File: src/rtl/ucode_fsm_if.sv
// Bundle between the datapath, the table loader and ucode_fsm.
// Carries the condition inputs, programming port, control outputs and status flags.
interface ucode_fsm_if #(
  parameter int unsigned STATE_W = 3,
  parameter int unsigned IN_W    = 2,
  parameter int unsigned OUT_W   = 3
);
  localparam int unsigned AW = IN_W + STATE_W;
  localparam int unsigned WW = STATE_W + OUT_W;

  logic [IN_W-1:0]    A;
  logic               run;
  logic               prog_we;
  logic [AW-1:0]      prog_addr;
  logic [WW-1:0]      prog_data;
  logic               err_clr;
  logic [OUT_W-1:0]   c;
  logic [STATE_W-1:0] state;
  logic               miss;
  logic               wr_err;

  modport master (
    output A, run, prog_we, prog_addr, prog_data, err_clr,
    input  c, state, miss, wr_err
  );

  modport slave (
    input  A, run, prog_we, prog_addr, prog_data, err_clr,
    output c, state, miss, wr_err
  );
endinterface

File: src/rtl/ucode_fsm.sv
// Table-driven state machine: {A, state} indexes a writable control store
// that supplies the next state and control outputs; sticky miss/write-error flags.
module ucode_fsm #(
  parameter int unsigned STATE_W = 3,
  parameter int unsigned IN_W    = 2,
  parameter int unsigned OUT_W   = 3,
  parameter int unsigned REG_OUT = 0
) (
  input  logic       clk,
  input  logic       res,
  ucode_fsm_if.slave bus
);
  localparam int unsigned AW    = IN_W + STATE_W;
  localparam int unsigned DEPTH = 1 << AW;
  localparam int unsigned WW    = STATE_W + OUT_W;

  logic [WW-1:0]      mem_q [DEPTH];
  logic [DEPTH-1:0]   valid_q;
  logic [STATE_W-1:0] state_q, state_d;
  logic               miss_q, miss_d;
  logic               wr_err_q, wr_err_d;

  logic [AW-1:0]      addr_c;
  logic [WW-1:0]      word_c;
  logic               hit_c;
  logic               wr_en_c;
  logic [OUT_W-1:0]   out_c;

  assign addr_c  = {bus.A, state_q};
  assign word_c  = mem_q[addr_c];
  assign hit_c   = valid_q[addr_c];
  assign out_c   = hit_c ? word_c[OUT_W-1:0] : '0;
  assign wr_en_c = bus.prog_we & ~bus.run;

  // Next state and sticky flags; a set in the same cycle overrides err_clr.
  always_comb begin
    state_d  = state_q;
    miss_d   = miss_q;
    wr_err_d = wr_err_q;
    if (bus.err_clr) begin
      miss_d   = 1'b0;
      wr_err_d = 1'b0;
    end
    if (bus.run) begin
      if (hit_c) begin
        state_d = word_c[WW-1:OUT_W];
      end else begin
        miss_d = 1'b1;
      end
      if (bus.prog_we) begin
        wr_err_d = 1'b1;
      end
    end
  end

  always_ff @(posedge clk or negedge res) begin
    if (!res) begin
      state_q  <= '0;
      valid_q  <= '0;
      miss_q   <= 1'b0;
      wr_err_q <= 1'b0;
    end else begin
      state_q  <= state_d;
      miss_q   <= miss_d;
      wr_err_q <= wr_err_d;
      if (wr_en_c) begin
        valid_q[bus.prog_addr] <= 1'b1;
      end
    end
  end

  // Store data carries no reset; the valid bits alone gate every read.
  always_ff @(posedge clk) begin
    if (wr_en_c) begin
      mem_q[bus.prog_addr] <= bus.prog_data;
    end
  end

  generate
    if (REG_OUT != 0) begin : g_reg_out
      logic [OUT_W-1:0] c_q;
      always_ff @(posedge clk or negedge res) begin
        if (!res) begin
          c_q <= '0;
        end else if (bus.run) begin
          c_q <= out_c;
        end
      end
      assign bus.c = c_q;
    end else begin : g_comb_out
      assign bus.c = out_c;
    end
  endgenerate

  assign bus.state  = state_q;
  assign bus.miss   = miss_q;
  assign bus.wr_err = wr_err_q;
endmodule

File: src/flat_wrapper.sv
// flat-port wrapper written by rule: the top's interface ports become plain ports
module ucode_fsm_flat 
#(
  parameter int unsigned STATE_W = 3,
  parameter int unsigned IN_W    = 2,
  parameter int unsigned OUT_W   = 3,
  parameter int unsigned REG_OUT = 0
)
  (clk, res, bus_A, bus_run, bus_prog_we, bus_prog_addr, bus_prog_data, bus_err_clr, bus_c, bus_state, bus_miss, bus_wr_err);
  ucode_fsm_if #(.STATE_W(STATE_W), .IN_W(IN_W), .OUT_W(OUT_W)) bus_i ();
  input  logic clk;
  input  logic res;
  input wire logic [$bits(bus_i.A)-1:0] bus_A;
  input wire logic [$bits(bus_i.run)-1:0] bus_run;
  input wire logic [$bits(bus_i.prog_we)-1:0] bus_prog_we;
  input wire logic [$bits(bus_i.prog_addr)-1:0] bus_prog_addr;
  input wire logic [$bits(bus_i.prog_data)-1:0] bus_prog_data;
  input wire logic [$bits(bus_i.err_clr)-1:0] bus_err_clr;
  output wire logic [$bits(bus_i.c)-1:0] bus_c;
  output wire logic [$bits(bus_i.state)-1:0] bus_state;
  output wire logic [$bits(bus_i.miss)-1:0] bus_miss;
  output wire logic [$bits(bus_i.wr_err)-1:0] bus_wr_err;
  assign bus_i.A = bus_A;
  assign bus_i.run = bus_run;
  assign bus_i.prog_we = bus_prog_we;
  assign bus_i.prog_addr = bus_prog_addr;
  assign bus_i.prog_data = bus_prog_data;
  assign bus_i.err_clr = bus_err_clr;
  assign bus_c = bus_i.c;
  assign bus_state = bus_i.state;
  assign bus_miss = bus_i.miss;
  assign bus_wr_err = bus_i.wr_err;
  ucode_fsm #(.STATE_W(STATE_W), .IN_W(IN_W), .OUT_W(OUT_W), .REG_OUT(REG_OUT)) u_core (.clk(clk), .res(res), .bus(bus_i));
endmodule
File: config.mk
export PLATFORM = sky130hd
export DESIGN_NAME = ucode_fsm_flat
export DESIGN_NICKNAME = d
export VERILOG_FILES = /design/src/rtl/ucode_fsm_if.sv /design/src/rtl/ucode_fsm.sv /design/src/flat_wrapper.sv
export SDC_FILE = /design/constraint.sdc
export NUM_CORES = 1
export LEC_CHECK = 0
export ABC_AREA = 1
export CAP_MARGIN = 40
export CORE_MARGIN = 5
export CORE_UTILIZATION = 47
export DETAILED_ROUTE_END_ITERATION = 16
export DONT_BUFFER_PORTS = 1
export PLACE_DENSITY = 0.64
export SLEW_MARGIN = 20
export SYNTH_ARGS = -nofsm -noshare
export SYNTH_HDL_FRONTEND = slang
export SYNTH_SLANG_ARGS = --single-unit
export TNS_END_PERCENT = 5
File: constraint.sdc
create_clock -name clk -period 2.7 [get_ports clk]
set_input_delay 0.54 -clock clk [delete_from_list [all_inputs] [get_ports clk]]
set_output_delay 0.54 -clock clk [all_outputs]
set_load 0.02 [all_outputs]
==> results of run 1 <==
-- sequential cells by signal, indices dropped and copies added (netlist names) --
name,count
u_core.bus.miss,1
u_core.bus.wr_err,1
u_core.bus.state,3
u_core.mem_q,192
u_core.valid_q,32
-- kinds of logic (layout without fill, tap and decap cells) --
kind of cell    count (synthesis)  in the layout  share of synthesized area [%]
simple gates                  457            457                           20.3
compound gates                 83             83                           5.12
flops                         229            229                           69.9
buf+inv                       100            168                           4.71
-- repair_timing --
item,4_1_cts,5_1_grt
cloned,5,3
gates resized for setup,19,24
setup buffers,4,2
setup endpoints to repair,3,3
pin swaps,7,12
hold buffers,2,0
hold endpoints to repair,37,0
-- final timing paths --
path	endpoint	slack, ns	cells after the start
setup / recovery	bus_c[0]	-0.18	10
hold / removal	u_core.mem_q[26][1]	0.12	0
setup reg to reg	u_core.bus.state[0]	0.66	14
hold reg to reg	u_core.valid_q[23]	0.47	1
max in group asynchronous	u_core.bus.state[0]	1.94	2
min in group asynchronous	u_core.valid_q[12]	0.54	2
-- worst max-delay path, stage by stage, from the launching register on --
cell and delay, ns:
dfrtp_4 0.54, clkinv_8 0.14, buf_12 0.15, buf_16 0.15, o21ai_1 0.15, o211ai_1 0.14
nand3_1 0.13, nand3_1 0.12, nand2_2 0.11, nor2_2 0.03, buf_4 0.14
-- cell type report --
class / count / area share, %
clock inverter: 6 / 0.298
clock buffer: 34 / 5.96
timing repair buffer: 72 / 7.58
inverter: 56 / 2.01
tap: 270 / 2.98
multi-input combinational: 540 / 22.2
sequential: 229 / 59.0
-- layout by cell type (no fill, tap or decap) --
| master | synthesis | final |
|---|---|---|
| buf_16 | 0 | 7 |
| nand2_1 | 196 | 192 |
| inv_2 | 4 | 1 |
| nand3_1 | 114 | 105 |
| clkinv_2 | 0 | 5 |
| or2_2 | 32 | 32 |
| bufbuf_16 | 0 | 2 |
| buf_4 | 4 | 53 |
| dfrtp_2 | 0 | 1 |
| nand2_2 | 1 | 5 |
| inv_1 | 52 | 52 |
| dfrtp_1 | 37 | 35 |
| nand3_2 | 0 | 8 |
| o21ai_0 | 36 | 26 |
| clkbuf_1 | 12 | 5 |
| o21ai_1 | 17 | 23 |
| inv_4 | 0 | 2 |
| clkbuf_16 | 0 | 26 |
| edfxtp_1 | 192 | 192 |
| dfrtp_4 | 0 | 1 |
| dlygate4sd3_1 | 0 | 1 |
| o21ai_2 | 0 | 3 |
| o21ai_4 | 0 | 1 |
| clkinv_8 | 0 | 1 |
| clkbuf_8 | 0 | 6 |
| buf_12 | 0 | 6 |
| nor2_2 | 0 | 2 |
| inv_6 | 0 | 1 |
| nor2_1 | 114 | 112 |
| o211ai_1 | 30 | 30 |
| nand3_4 | 0 | 1 |
-- through the flow --
| stage | total power, W | util, % | cells |
|---|---|---|---|
| 6_report | 0.0101 | 56.3 | 1207 |
| 2_1_floorplan | 0.00574 | - | 869 |
| 3_5_place_dp | 0.00649 | 50.4 | 1151 |
| 4_1_cts | 0.00989 | 55.6 | 1202 |
| 5_1_grt | 0.0105 | 56.3 | 1207 |
| 3_3_place_gp | 0.00648 | 50.4 | 1151 |
-- per-layer routing --
metal | GRT usage (%) | up-vias | routed length [µm]
met3 | 4.03 | 43 | 1810
li1 | - | 3069 | -
met2 | 32.8 | 249 | 11600
met4 | 5.85 | 0 | 543
met5 | 0 | - | 0
met1 | 30.2 | 3225 | 10800
-- where the power goes --
part	total [W]	internal [W]	switching, W
clock	0.00303	0.00173	0.00130
sequential	0.00409	0.00397	0.000115
combinational	0.00295	0.00118	0.00177
total	0.0101	0.00688	0.00319
-- cell usage after synthesis, drive strengths merged --
cell / n
buf: 32
clkbuf: 12
dfrtp: 37
edfxtp: 192
inv: 56
nand2: 197
nand3: 114
nor2: 114
o211ai: 30
o21ai: 53
or2: 32
==> results.md, run 1 <==
* Status: complete, but fails checks
* Failing checks: setup timing
* Cells after Synth at slightly below 900
* Vias per inst at 5.46
* CP startpoint kind: flop
* Ports at 26
* Setup Total Neg Slack at -0.506 ns
* TritonCTS clock tree: yes
* Avg Cell Area, Syn at 11.0 µm²
* Total track usage at 20.9%
* PortBufs at 0
* Fin worst setup slack at -0.175 ns
* Gp weighted congestion at 0.837
* H-tree depth at 1
* Synth cell types at 17
* Clock Sinks at between 200 and 250
* Worst slack at placement at 0.175 ns
* Critical path type: reg -> out
* CP Data Required Time at 2.16 ns
* Vias in the first global route at 6501
* Register bit total from synthesis at 229
* Final nets at 940
* Worst-margin pin slew at about 0.6 ns
* Clock tree root driver cell: clkbuf_16
* Synth top area cells: edfxtp_1 60%, dfrtp_1 9.7%, nand2_1 7.7%
* Synth warn at 0
* Clock tree buffer depth at 3
* Pwr/cell area at between 800 and 900 mW/mm²
* Area of the multi-input gates at 0.00252 mm²
* 1st-iter DRT viols at 809
* RSZ-0062 raised after global routing: true
* Wire length per cell at 20.5 µm
* Post-synth top area cell: edfxtp_1
* Crit path max fanout at 16
* Worst endpoint data arrival time at 2.34 ns
* Rows at 52
* Final WL at 24700 µm
* Initial core utilization at approximately 47%
* Max Fclk at 348 MHz
* CTS buffer count at 23
* Clk_skew at approximately 0.013 ns
* Die width at 153 µm
* Max-cap violations at 0
* Drt drc at 0
* Post-route ant nets at 0
* Die ar. at 0.0233 mm²
* Final hold slack at approximately 0.12 ns
* Hold_sp: bus_prog_data[1]
* Filler cell count at 1702
* Die Ht at 153 µm
* Reg clk slew, reported paths at 0.06 ns
* Lkg Pwr at 4.49 nW
* Synth top area share at 60.2%
* Clk_lat worst skew at about 0.51 ns
* Layout Area Growth over Synthesis at 18.6%
* Worst VDD drop at 0.421 mV
* Register area at 0.00670 mm²
* Sequential area share after synthesis at 69.9%
* Drt pass-1 iters at 5
* Area of the core at 0.0202 mm²
* First-pass GRT wire length at 38300 µm
* Worst slew margin relative to its limit at between 50% and 60%
* Worst Hold Class: in -> reg
* Largest net degree at the start of global routing at 43
* Reg2Reg Launch Point: u_core.bus.state[0]
* Total gr overflow at 0
* Layout cells sized above 1 at 17.5%
* CP endpoint kind: output port
* Worst Setup SP: u_core.bus.state[0]
* # setup viols final at 3
* Fin. Hold Viols at 0
* # diodes at 0
* Min cycle time layout at 2.88 ns
* Antenna violations before repair at 0
* Final Max Slew Viols at 0
* Mapped cell area at 0.00957 mm²
* DP HPWL at between 10000 and 15000 µm
* Post-route cell area at 0.0114 mm²
* Placed cell area at between 0.01 and 0.015 mm²
* Vias post-DR at around 6600
* Period Utilization, post-route at 106%
* Syn_nets at 887
Note: power is estimated with default switching activity, not from simulation.
==> run 2, diff against run 1 <==
--- a/config.mk
+++ b/config.mk
@@ -8,3 +8,2 @@
 export ABC_AREA = 1
-export CAP_MARGIN = 40
 export CORE_MARGIN = 5
==> constraint.sdc (replaced) <==
create_clock -name clk -period 2.7 [get_ports clk]
set_input_delay 0.405 -clock clk [delete_from_list [all_inputs] [get_ports clk]]
set_output_delay 0.405 -clock clk [all_outputs]
set_load 0.02 [all_outputs]
==> results.md, run 2 (synthesized netlist as in run 1, its figures left out) <==
* Status: complete, but fails checks
* Failing checks: setup timing
* # diodes at 0 (unchanged)
* Lkg Pwr at 4.56 nW (+1.4%)
* TritonCTS clock tree: yes
* DP HPWL at 13800 µm (-2.4%)
* Initial core utilization at 47.5% (unchanged)
* Vias post-DR at 6648 (+0.94%)
* # setup viols final at 3 (unchanged)
* Vias per inst at 5.46 (about the same)
* Ports at 26 (unchanged)
* Worst-margin pin slew at 0.592 ns (-0.0163 ns)
* Final WL at 25500 µm (+3.3%)
* Clock Sinks at 229 (unchanged)
* Die width at 153 µm (unchanged)
* Total gr overflow at 0 (unchanged)
* Wire length per cell at 21.0 µm (+2.3%)
* Max reg flops at 192 (unchanged)
* 1st-iter DRT viols at 828 (+2.3%)
* First-pass GRT wire length at 38400 µm (+0.45%)
* Clock tree root driver cell: clkbuf_16
* Hold-critical path depth at 2 (+2)
* Min cycle time layout at 2.77 ns (-0.104 ns)
* Crit path max fanout at 7 (-9)
* Filler cell count at 1712 (+0.59%)
* CP Data Required Time at 2.30 ns (+0.14 ns)
* Drt drc at 0 (unchanged)
* Post-route ant nets at 0 (unchanged)
* Gp weighted congestion at 0.885 (+5.6%)
* Cells on worst reg2reg path at 10 (-4)
* Fin worst setup slack at -0.0716 ns (+0.104 ns)
* Drt pass-1 iters at 5 (unchanged)
* Die ar. at 0.0233 mm² (unchanged)
* Rows at 52 (unchanged)
* Worst VDD drop at 0.576 mV (+37%)
* Largest register by flop count: u_core.mem_q
* Worst endpoint data arrival time at 2.37 ns (+0.03 ns)
* Worst slew margin relative to its limit at 60.4% (+1.1 points)
* Largest net degree at the start of global routing at 43 (unchanged)
* Final Max Slew Viols at 0 (unchanged)
* Layout cells sized above 1 at 18.1% (+0.64 points)
* Worst Hold Class: in -> reg
* Worst slack at placement at 0.300 ns (+0.125 ns)
* Most common cell after layout, fill and taps aside: edfxtp_1
* Max-cap violations at 0 (unchanged)
* Die Ht at 153 µm (unchanged)
* Clock tree buffer depth at 3 (unchanged)
* Period Utilization, post-route at 103% (-3.8 points)
* Commonest non-fill, non-tap cells in the layout: 192 x edfxtp_1, 191 x nand2_1, 108 x nand3_1, 108 x nor2_1, 52 x inv_1
* Final hold slack at 0.0289 ns (-0.0932 ns)
* Max Fclk at 361 MHz (+3.7%)
* Fin. Hold Viols at 0 (unchanged)
* Clk_lat worst skew at 0.53 ns (+0.02 ns)
* Critical path type: reg -> out
* CTS buffer count at 25 (+8.7%)
* Clk_skew at 0.0143 ns (+0.00134 ns)
* RSZ-0062 raised after global routing: true
* Layout Area Growth over Synthesis at 20.5%
* Vias in the first global route at 6412 (-1.4%)
* CP startpoint kind: flop
* Final nets at 947 (+0.74%)
* PortBufs at 0 (unchanged)
* CP endpoint kind: output port
* H-tree depth at 1 (unchanged)
* Reg clk slew, reported paths at 0.06 ns (about the same)
* Area of the core at 0.0202 mm² (unchanged)
* Total track usage at 21.3% (+0.35 points)
* Antenna violations before repair at 0 (unchanged)
* Pwr/cell area at 901 mW/mm² (+1.6%)
run 2: cell type report:
type / instances / area, µm² / share of cell area (%)
tap: 270 / 338 / 2.93
inverter: 56 / 225 / 1.95
clock inverter: 16 / 110 / 0.954
multi-input combinational: 540 / 2520 / 21.8
timing repair inverter: 1 / 8.76 / 0.0759
timing repair buffer: 76 / 970 / 8.40
sequential: 229 / 6700 / 58.0
clock buffer: 30 / 674 / 5.84
run 2: critical path, cell delays in order, from the launching register on:
cell,delay (ns)
dfrtp_4,0.58
buf_12,0.18
clkbuf_16,0.17
nor2_1,0.10
nor2_1,0.04
o21ai_1,0.13
o211ai_1,0.12
nand3_1,0.13
nand3_2,0.12
nand2_2,0.09
nor2_1,0.04
buf_4,0.15
run 2: routing by layer:
| layer | up-vias | global-route usage, % | share of wire, % | wire [µm] |
|---|---|---|---|---|
| met2 | 312 | 33.1 | 46 | 11900 |
| met5 | - | 0 | 0 | 0 |
| met3 | 35 | 4.86 | 9.9 | 2520 |
| met4 | 0 | 5.22 | 1.8 | 450 |
| met1 | 3215 | 30.7 | 42 | 10700 |
| li1 | 3086 | - | - | - |
run 2: metrics by stage:
stage	instances	utilization (%)	TNS [ns]	area [µm²]	power (W)
2_1_floorplan	869	-	0	9570	0.00574
3_3_place_gp	1141	50.0	0	10100	0.00638
3_5_place_dp	1141	50.0	0	10100	0.00640
4_1_cts	1212	56.4	-0.0768	11400	0.0102
5_1_grt	1218	57.2	-0.486	11500	0.0109
6_report	1218	57.2	-0.178	11500	0.0104
run 2: power by group:
part | internal, W | switching (W) | leakage (nW)
logic | 0.00120 | 0.00188 | 1.98
clock network | 0.00188 | 0.00135 | 0.390
registers | 0.00397 | 0.000119 | 2.19
run 2: path summary, 6_finish.rpt:
kind	start	end	slack [ns]
max	u_core.bus.state[0]	bus_c[2]	-0.07
min	bus_run	u_core.bus.miss	0.03
max reg2reg	u_core.bus.state[0]	u_core.bus.state[0]	0.66
min reg2reg	u_core.valid_q[10]	u_core.valid_q[10]	0.47
max in group asynchronous	res	u_core.bus.state[1]	2.08
min in group asynchronous	res	u_core.valid_q[1]	0.38
run 2: timing repair:
item                                    in CTS  in global routing
hold buffers                                 8                  0
buffers inserted                            10                  2
hold endpoints to repair                   229                  0
resized for setup                           23                 20
gates cloned                                 7                  5
endpoints found under the setup margin       3                  3
pin swaps                                    9                 14
